$ cat config.mk
export PLATFORM = sky130hd
export DESIGN_NAME = reg_dump_streamer
export DESIGN_NICKNAME = d
export VERILOG_FILES = /design/src/rtl/reg_dump_streamer.sv
export SDC_FILE = /design/constraint.sdc
export NUM_CORES = 1
export LEC_CHECK = 0
export CAP_MARGIN = 10
export CORE_MARGIN = 4
export CORE_UTILIZATION = 45
export CTS_CLUSTER_DIAMETER = 50
export DETAILED_ROUTE_END_ITERATION = 10
export HOLD_SLACK_MARGIN = 0.12
export PLACE_DENSITY = 0.8
export SLEW_MARGIN = 15
export SYNTH_ARGS = -nofsm -noshare
export SYNTH_HDL_FRONTEND = slang
export SYNTH_SLANG_ARGS = --single-unit
$ cat constraint.sdc
create_clock -name clk -period 3.2 [get_ports clk]
set_input_delay 0.64 -clock clk [delete_from_list [all_inputs] [get_ports clk]]
set_output_delay 0.64 -clock clk [all_outputs]
set_load 0.01 [all_outputs]
$ cat src/rtl/reg_dump_streamer.sv
// reg_dump_streamer: walks the register file and streams a HEADER/PC/regs/checksum frame over valid/ready.
module reg_dump_streamer #(
  parameter int          NUM_REGS = 32,
  parameter logic [7:0]  HEADER   = 8'hA5
) (
  input  logic        clk,
  input  logic        rst,
  input  logic        start,
  input  logic [31:0] pc_in,
  output logic [4:0]  rd_idx,
  input  logic [31:0] rd_data,
  output logic [7:0]  tx_data,
  output logic        tx_valid,
  input  logic        tx_ready,
  output logic        busy,
  output logic        done
);
  typedef enum logic [2:0] {IDLE, HDR, LOAD, BYTE, CSUM} state_t;
  localparam logic [5:0] LAST_WORD = 6'(NUM_REGS);
  state_t      state_q, state_d;
  logic [31:0] pc_q, shift_q;
  logic [7:0]  csum_q;
  logic [5:0]  word_q;
  logic [1:0]  byte_q;
  logic [4:0]  rd_idx_q;
  logic        done_q;
  logic        xfer;
  assign xfer = tx_valid && tx_ready;
  always_ff @(posedge clk) state_q <= rst ? IDLE : state_d;
  always_comb begin
    state_d = state_q;
    case (state_q)
      IDLE:    state_d = start ? HDR : IDLE;
      HDR:     state_d = xfer ? LOAD : HDR;
      LOAD:    state_d = BYTE;
      BYTE:    state_d = (xfer && byte_q == 2'd3) ? (word_q == LAST_WORD ? CSUM : LOAD) : BYTE;
      CSUM:    state_d = xfer ? IDLE : CSUM;
      default: state_d = IDLE;
    endcase
  end
  always_comb begin
    tx_valid = state_q == HDR || state_q == BYTE || state_q == CSUM;
    tx_data  = state_q == HDR ? HEADER : state_q == BYTE ? shift_q[7:0] : state_q == CSUM ? csum_q : 8'h00;
    busy     = state_q != IDLE;
    done     = done_q;
    rd_idx   = rd_idx_q;
  end
  // rd_idx moves to the next register on the edge into LOAD so rd_data is settled during LOAD
  always_ff @(posedge clk) begin
    if (rst) begin
      pc_q     <= '0;
      shift_q  <= '0;
      csum_q   <= '0;
      word_q   <= '0;
      byte_q   <= '0;
      rd_idx_q <= '0;
      done_q   <= 1'b0;
    end else begin
      done_q <= state_q == CSUM && xfer;
      if (state_q == IDLE && start) begin
        pc_q   <= pc_in;
        csum_q <= '0;
      end
      if (state_q == HDR && xfer) word_q <= '0;
      if (state_q == LOAD) begin
        shift_q <= word_q == 6'd0 ? pc_q : rd_data;
        byte_q  <= '0;
      end
      if (state_q == BYTE && xfer) begin
        csum_q  <= csum_q + shift_q[7:0];
        shift_q <= shift_q >> 8;
        byte_q  <= byte_q + 2'd1;
        if (byte_q == 2'd3 && word_q != LAST_WORD) begin
          word_q   <= word_q + 6'd1;
          rd_idx_q <= word_q[4:0];
        end
      end
    end
  end
endmodule
* Word-level counts from Yosys, hierarchy flattened
Index checks and enable logic that the tools add are counted.
** Word-level totals
- Register bits after elaboration :: 89
- Bits of input ports :: 68
- Output and inout port bits :: 16
- Word-level logic and storage cells :: 54
** Operators by class
- $add $sub $neg :: 3
- Equal/unequal tests :: 7
- Mux-type cells :: 19
- Reduce and logical (&&, ||, !) cells :: 16
** Operator list (number)
- $mux W24 :: 2
- $mux W8 :: 5
- $mux W32 :: 1
- $mux W6 :: 3
- $pmux W3 S5 :: 1
- $mux W3 :: 3
- $add A8 B8 Y8 :: 1
- $logic_and A1 B1 Y1 :: 7
- $add A6 B1 Y6 const B :: 1
- $eq A3 B2 Y1 const B :: 2
- $eq A6 B6 Y1 const B :: 1
- $logic_not A6 Y1 :: 1
- $mux W2 :: 3
- $ne A6 B6 Y1 const B :: 1
- $reduce_bool A2 Y1 :: 2
- $eq A3 B1 Y1 const B :: 1
- $eq A3 B3 Y1 const B :: 1
- $logic_not A3 Y1 :: 1
- $reduce_bool A3 Y1 :: 1
- $add A2 B1 Y2 const B :: 1
- $eq A2 B2 Y1 const B :: 1
- $logic_or A1 B1 Y1 :: 2
- $reduce_and A2 Y1 :: 1
- $reduce_or A2 Y1 :: 1
- $mux W1 :: 1

* Depth between registers and ports, before layout
Gate-level depths: netlist (run 1).
- Word-level depth :: 8
- Mapped depth :: 9
- Depth with buffers taken out :: 7

* Least setup slack after synthesis (run 1)
Ideal clock, no wire load.
- Path kind :: flip-flop to output port
- Start :: register state_q[0]
- End :: output tx_valid
- Data arrival time :: 1.171 ns
- Required time :: 2.560 ns
- Setup slack :: 1.389 ns
- Stages on the path, launching flop included :: 6
- Buffers on the path :: 2
- Path through :: dfxtp_1 buf_2 nor2_1 and2_1 clkbuf_1 or2_2
** Between the ends
- Word-level cells in the longest chain between the ends :: 3
- Elaborated cells on any way between the ends :: 5
- Classes of those cells :: 3 x eq/ne; 2 x reduce/logical
** RTL lines
- start: declaration :: line 20 : state_t state_q, state_d;
- start signal: assignment :: line 29 : always_ff @(posedge clk) state_q <= rst ? IDLE : state_d;
- $eq A3 B1 Y1 / $eq A3 B2 Y1 (equally long branches) :: line 42 : tx_valid = state_q == HDR || state_q == BYTE || state_q == CSUM;
- $logic_or A1 B1 Y1 :: line 42
- $logic_or A1 B1 Y1 * :: line 42
- end: declaration :: line 13 : output logic tx_valid,
Mark *: on every way between the ends. The rest lies on a longest branch, timed or not.

* Final worst setup path (run 1)
- Start :: register state_q[2]
- End :: output tx_data[7]
** Between the ends
- Word-level cells in the longest chain between the ends :: 4
- Elaborated cells on any way between the ends :: 6
- Classes of those cells :: 3 x eq/ne; 3 x mux
** RTL lines
- $eq A3 B3 Y1 :: line 43 : tx_data = state_q == HDR ? HEADER : state_q == BYTE ? shift_q[7:0] : state_q == CSUM ? csum_q : 8'h00;
- $mux W8 (2 in series) :: line 43
- $mux W8 * :: line 43
- end: declaration :: line 12 : output logic [7:0] tx_data,
Marks and branches as above.

==> impl_metrics.json, run 1 <==
{
  "required_ns": 2.56,
  "viasPerCell": 5.298,
  "drv_slew": 0,
  "ys_seq_area_share_pct": 41.10,
  "cts_hold_buf": 0,
  "row_count": 35,
  "initial_core_util_pct": 46.48,
  "port-buffer-count": 83,
  "critical-path-top-delay-family": "flip-flops",
  "synth_top_area_cell": "dfxtp_1",
  "crit_buf_inv": 1,
  "hold_class": "flip-flop to flip-flop",
  "maxCapViolCount": 0,
  "finalPower_mw": 2.277,
  "min_period_ns": 2.766,
  "timing.rr.start": "word_q[0]",
  "max_freq_mhz": 361.6,
  "fillers": 832,
  "leakagePower_nw": 2.071,
  "die_x_um": 106.2,
  "crit_fanout": 11,
  "hp-start": "pc_q[5]",
  "clock_skew_ns": 0.01004,
  "synth.ff_latch_count": 89,
  "setup_viol": 0,
  "ys_async_sr_fraction_pct": 0,
  "cp_slowest_stage_delay_ns": 0.61,
  "rsz0062_at_grt": "false",
  "numCtsBuffers": 9,
  "power_density_nw_per_um2": 421.8,
  "place_congestion": 0.8248,
  "endpoint_kind": "output port",
  "diodes": 0,
  "drive_gt1_share_pct": 10.61,
  "finalCritPeriodShare_pct": 86.42,
  "grt_pass1_wl_um": 16610,
  "mostFrequentLayoutCells": "nand2_1, dfxtp_1, clkdlybuf4s50_1, a21oi_1, nor2_1",
  "dr_total_vias": 3629,
  "post_cts_buffers": 0,
  "synth-edff-count": 0,
  "drt_iter0_drc": 179,
  "crit_path_start_kind": "flip-flop",
  "first_global_vias": 3480,
  "dp_hpwl_um": 7276,
  "io_pins": 84,
  "path_clk_slew_ns": 0.09,
  "hold_viol": 0,
  "critPathArrivalTime_ns": 2.13,
  "clock_path_buffers": 2,
  "syn_to_final_growth_pct": 24.53,
  "status": "finished clean",
  "htreeDepth": 3,
  "ys_types": 51,
  "clock_sinks": 89,
  "clk_latency_ns": 0.35,
  "relSlewSlack_pct": 65.66,
  "cts_tree": "yes",
  "vdd_drop_max_v": 0.0002358,
  "ys_top_cells_by_area": "dfxtp_1, nand2_1, a21oi_1",
  "cp_slowest_cell": "dfxtp_1",
  "antenna_found_initial": 0,
  "synthesis.area_um2": 4335,
  "core_um2": 9328,
  "dr.pass1.iters": 5,
  "wl_per_cell_um": 14.55,
  "fin_tns_setup_ns": 0,
  "mostFrequentLayoutCell": "nand2_1",
  "netlist.area_leader.share_pct": 41.10,
  "fin_nets": 630,
  "worst_pin_slew_ns": 0.5150,
  "synth_flop_cell": "dfxtp_1",
  "grt_max_degree": 42,
  "dieArea_um2": 11270,
  "yosysWarnings": 0,
  "crit_chain": "and2_1 -> a22o_1 -> clkdlybuf4s50_1",
  "synth_area_per_cell_um2": 8.957,
  "drt-total-wl_um": 9970,
  "synth_cells": 484,
  "die_y_um": 106.2,
  "groute.usage.overall_pct": 18.16,
  "startpoint": "state_q[2]",
  "critPathKind": "flip-flop to output port",
  "route.detailed.drc": 0,
  "grt.overflow.total": 0,
  "cts-root-buf": "clkbuf_8",
  "cts_resized": 0,
  "syn-num-nets": 563,
  "ant_nets": 0
}
[sequential cells by signal, indices dropped and copies added, names as in the netlist]
| name | cells |
|---|---|
| pc_q | 32 |
| csum_q | 8 |
| done | 1 |
| shift_q | 32 |
| word_q | 6 |
| byte_q | 2 |
| rd_idx | 5 |
| state_q | 3 |
[cell usage after synthesis (all sizes together), types with 2 or more instances]
| cell | n |
|---|---|
| a21o | 2 |
| nand3 | 8 |
| nand4 | 3 |
| o21bai | 3 |
| a211o | 2 |
| ha | 10 |
| nor2 | 28 |
| a22oi | 25 |
| nand2b | 5 |
| o21ai | 5 |
| nor3b | 4 |
| dfxtp | 89 |
| o211ai | 2 |
| and2 | 2 |
| a21oi | 68 |
| clkbuf | 19 |
| a211oi | 11 |
| xor2 | 4 |
| or4 | 2 |
| mux2i | 15 |
| nor3 | 4 |
| nor2b | 2 |
| nand2 | 98 |
| nand4b | 5 |
| inv | 4 |
| a22o | 8 |
| mux2 | 26 |
| buf | 18 |
[logic make-up after synthesis]
family | synth area share (%)
multiplexers | 11.17
buffers and inverters | 5.483
XOR/XNOR | 1.010
adder cells (fa/ha/maj) | 3.348
flip-flops | 41.10
AO/OA/AOI/OAI | 19.51
AND/OR/NAND/NOR | 18.38
[layer usage]
metal	part of all wire [%]	wire length (um)	GRT usage, %	vias up
met5	0	0	0	-
met2	48	4767	30.05	81
met4	0.86	86	4.348	0
met3	5.4	539	4.432	8
li1	-	-	-	1838
met1	46	4576	23.87	1702
[final timing paths]
kind	to	slack, ns	depth (start not counted)
setup / recovery	tx_data[7]	0.43	3
hold reg to reg	pc_q[5]	0.46	2
setup reg to reg	shift_q[20]	1.05	8
hold / removal	pc_q[5]	0.46	2
[worst reg2reg max path, cell delays in order (launching register included)]
cell and delay, ns:
dfxtp_1 0.37, inv_1 0.09, ha_1 0.16, nor4b_4 0.25, and2b_1 0.17, buf_4 0.44, mux2_1 0.41, nand2_1 0.09
a21oi_1 0.06
[power by group]
group	switching [mW]	internal, mW	total (mW)
Combinational	0.139	0.155	0.294
Sequential	0.0248	1.15	1.17
Clock	0.403	0.408	0.811
[cell type report]
class	instances	area (um2)	share of cell area, %
repair buffers	93	900.9	16.69
flip-flops and latches	89	1782	33.00
clock inverters	5	60.06	1.112
multi-input cells	354	2328	43.13
inverters	4	15.01	0.2781
clock buffers	11	151.4	2.804
well taps	129	161.4	2.990
[metrics by stage]
step           hold WS (ns)  cell area (um2)  utilization (%)  worst slack [ns]  std cells
4_1_cts              0.4563             5399            57.88            0.4204        685
5_1_grt              0.4723             5399            57.88            0.2892        685
2_1_floorplan        0.4339             4335                -             1.389        484
3_5_place_dp         0.4440             5187            55.61            0.5377        669
3_3_place_gp         0.4402             5187            55.61            0.6442        669
6_report             0.4560             5399            57.88            0.4345        685
Note: power is estimated with default switching activity, not from simulation.
==> run 2, diff against run 1 <==
--- a/config.mk
+++ b/config.mk
@@ -6,7 +6,7 @@
 export NUM_CORES = 1
 export LEC_CHECK = 0
 export CAP_MARGIN = 10
-export CORE_MARGIN = 4
+export CORE_MARGIN = 2
 export CORE_UTILIZATION = 45
 export CTS_CLUSTER_DIAMETER = 50
 export DETAILED_ROUTE_END_ITERATION = 10
==> run 2 against run 1 <==
Hold slack better by 0.0014 ns. Sequential cell count stayed put. Clock power grew 23%. First-iteration DRC count increased by 20%. Critical path type unchanged. Critical path depth increased by 1. Utilization is 0.84 points higher. Combinational power is essentially flat. Worst setup slack worse by 0.20 ns. Final cell count shrank 0.29%. Clock skew decreased by 0.0046 ns.
==> impl_metrics.json, run 2 (synthesized netlist as in run 1, its figures left out) <==
{
  "dr_total_vias": 3668,
  "dieArea_um2": 10440,
  "mostFrequentLayoutCell": "nand2_1",
  "finalCritPeriodShare_pct": 92.56,
  "setup_viol": 0,
  "hold_class": "flip-flop to flip-flop",
  "max_freq_mhz": 337.6,
  "diodes": 0,
  "dp_hpwl_um": 7062,
  "hold_viol": 0,
  "rsz0062_at_grt": "false",
  "finalCoreUtilization_pct": 58.72,
  "port-buffer-count": 83,
  "path_clk_slew_ns": 0.09,
  "route.detailed.drc": 0,
  "htreeDepth": 3,
  "wl_per_cell_um": 14.51,
  "power_density_nw_per_um2": 452.7,
  "timing.rr.start": "word_q[0]",
  "initial_core_util_pct": 46.70,
  "antenna_found_initial": 0,
  "critPathArrivalTime_ns": 2.32,
  "clock_skew_ns": 0.005429,
  "cp_slowest_cell": "dfxtp_1",
  "crit_chain": "nand2_1 -> nor2_1 -> a22o_1 -> clkdlybuf4s50_1",
  "largestRegisters": "pc_q (32), shift_q (32), csum_q (8)",
  "cp_slowest_stage_delay_ns": 0.72,
  "io_pins": 84,
  "drt-total-wl_um": 9913,
  "status": "finished clean",
  "row_count": 35,
  "endpoint_kind": "output port",
  "fin_nets": 628,
  "grt_pass1_wl_um": 16380,
  "core_um2": 9284,
  "dr.pass1.iters": 4,
  "critical-path-top-delay-family": "flip-flops",
  "drive_gt1_share_pct": 10.47,
  "relSlewSlack_pct": 30.79,
  "crit_buf_inv": 1,
  "leakagePower_nw": 2.088,
  "crit_fanout": 16,
  "fin_tns_setup_ns": 0,
  "post_cts_buffers": 0,
  "min_period_ns": 2.962,
  "maxCapViolCount": 0,
  "cts_hold_buf": 0,
  "mostFrequentLayoutCells": "nand2_1, dfxtp_1, clkdlybuf4s50_1, a21oi_1, nor2_1",
  "grt.overflow.total": 0,
  "cts_tree": "yes",
  "fillers": 847,
  "critPathKind": "flip-flop to output port",
  "required_ns": 2.56,
  "worst_pin_slew_ns": 1.036,
  "clk_latency_ns": 0.35,
  "hp-start": "pc_q[16]",
  "drv_slew": 0,
  "numCtsBuffers": 9,
  "clock_sinks": 89,
  "cts-root-buf": "clkbuf_8",
  "die_y_um": 102.2,
  "die_x_um": 102.2,
  "grt_max_degree": 57,
  "groute.usage.overall_pct": 19.82,
  "viasPerCell": 5.370,
  "first_global_vias": 3561,
  "ant_nets": 0,
  "place_congestion": 0.8373,
  "vdd_drop_max_v": 0.0002224,
  "cts_resized": 0,
  "drt_iter0_drc": 214,
  "crit_path_start_kind": "flip-flop",
  "syn_to_final_growth_pct": 25.74,
  "clock_path_buffers": 2,
  "startpoint": "state_q[1]"
}
## run 2: worst register-to-register path: stages, from the launching register on
cell	delay, ns
dfxtp_1	0.36
inv_1	0.07
ha_1	0.14
nor4b_4	0.28
and2b_2	0.75
buf_4	0.29
mux2i_1	0.22
a211oi_1	0.09
## run 2: worst paths after layout
| path | to | slack (ns) | cells past startpoint |
|---|---|---|---|
| worst max register to register | shift_q[25] | 0.87 | 7 |
| worst max-delay path | tx_data[6] | 0.24 | 4 |
| worst min register to register | pc_q[16] | 0.46 | 2 |
| worst min-delay path | pc_q[16] | 0.46 | 2 |
## run 2: cell type report
| type | instances | area (um2) | share of cell area (%) |
|---|---|---|---|
| multi-input combinational | 354 | 2330 | 42.74 |
| sequential | 89 | 1782 | 32.68 |
| inverter | 4 | 15.01 | 0.2754 |
| tap | 129 | 161.4 | 2.961 |
| clock inverter | 7 | 141.4 | 2.594 |
| clock buffer | 9 | 123.9 | 2.272 |
| timing repair buffer | 91 | 898.4 | 16.48 |
## run 2: metal layers
layer / track usage, % / wire, um / share of wire (%) / vias to the layer above
met3: 4.378 / 463 / 4.7 / 10
met2: 33.35 / 4761 / 48 / 89
met1: 25.38 / 4565 / 46 / 1730
met5: 0 / 0 / 0 / -
met4: 6.359 / 123 / 1.2 / 0
li1: - / - / - / 1839
## run 2: per-stage QoR
stage / hold WS [ns] / instances / setup slack (ns) / area [um2] / total power [mW]
2_1_floorplan: 0.4339 / 484 / 1.389 / 4335 / 1.353
3_3_place_gp: 0.4392 / 667 / 0.6175 / 5186 / 1.488
3_5_place_dp: 0.4440 / 667 / 0.5531 / 5186 / 1.496
4_1_cts: 0.4569 / 683 / 0.2122 / 5451 / 2.492
5_1_grt: 0.4801 / 683 / 0.07089 / 5451 / 2.570
6_report: 0.4574 / 683 / 0.2380 / 5451 / 2.468
## run 2: power by group
part,internal [mW],switching [mW],total (mW)
sequential,1.15,0.0289,1.18
combinational,0.156,0.136,0.292
clock,0.599,0.400,0.999
total,1.90,0.565,2.47
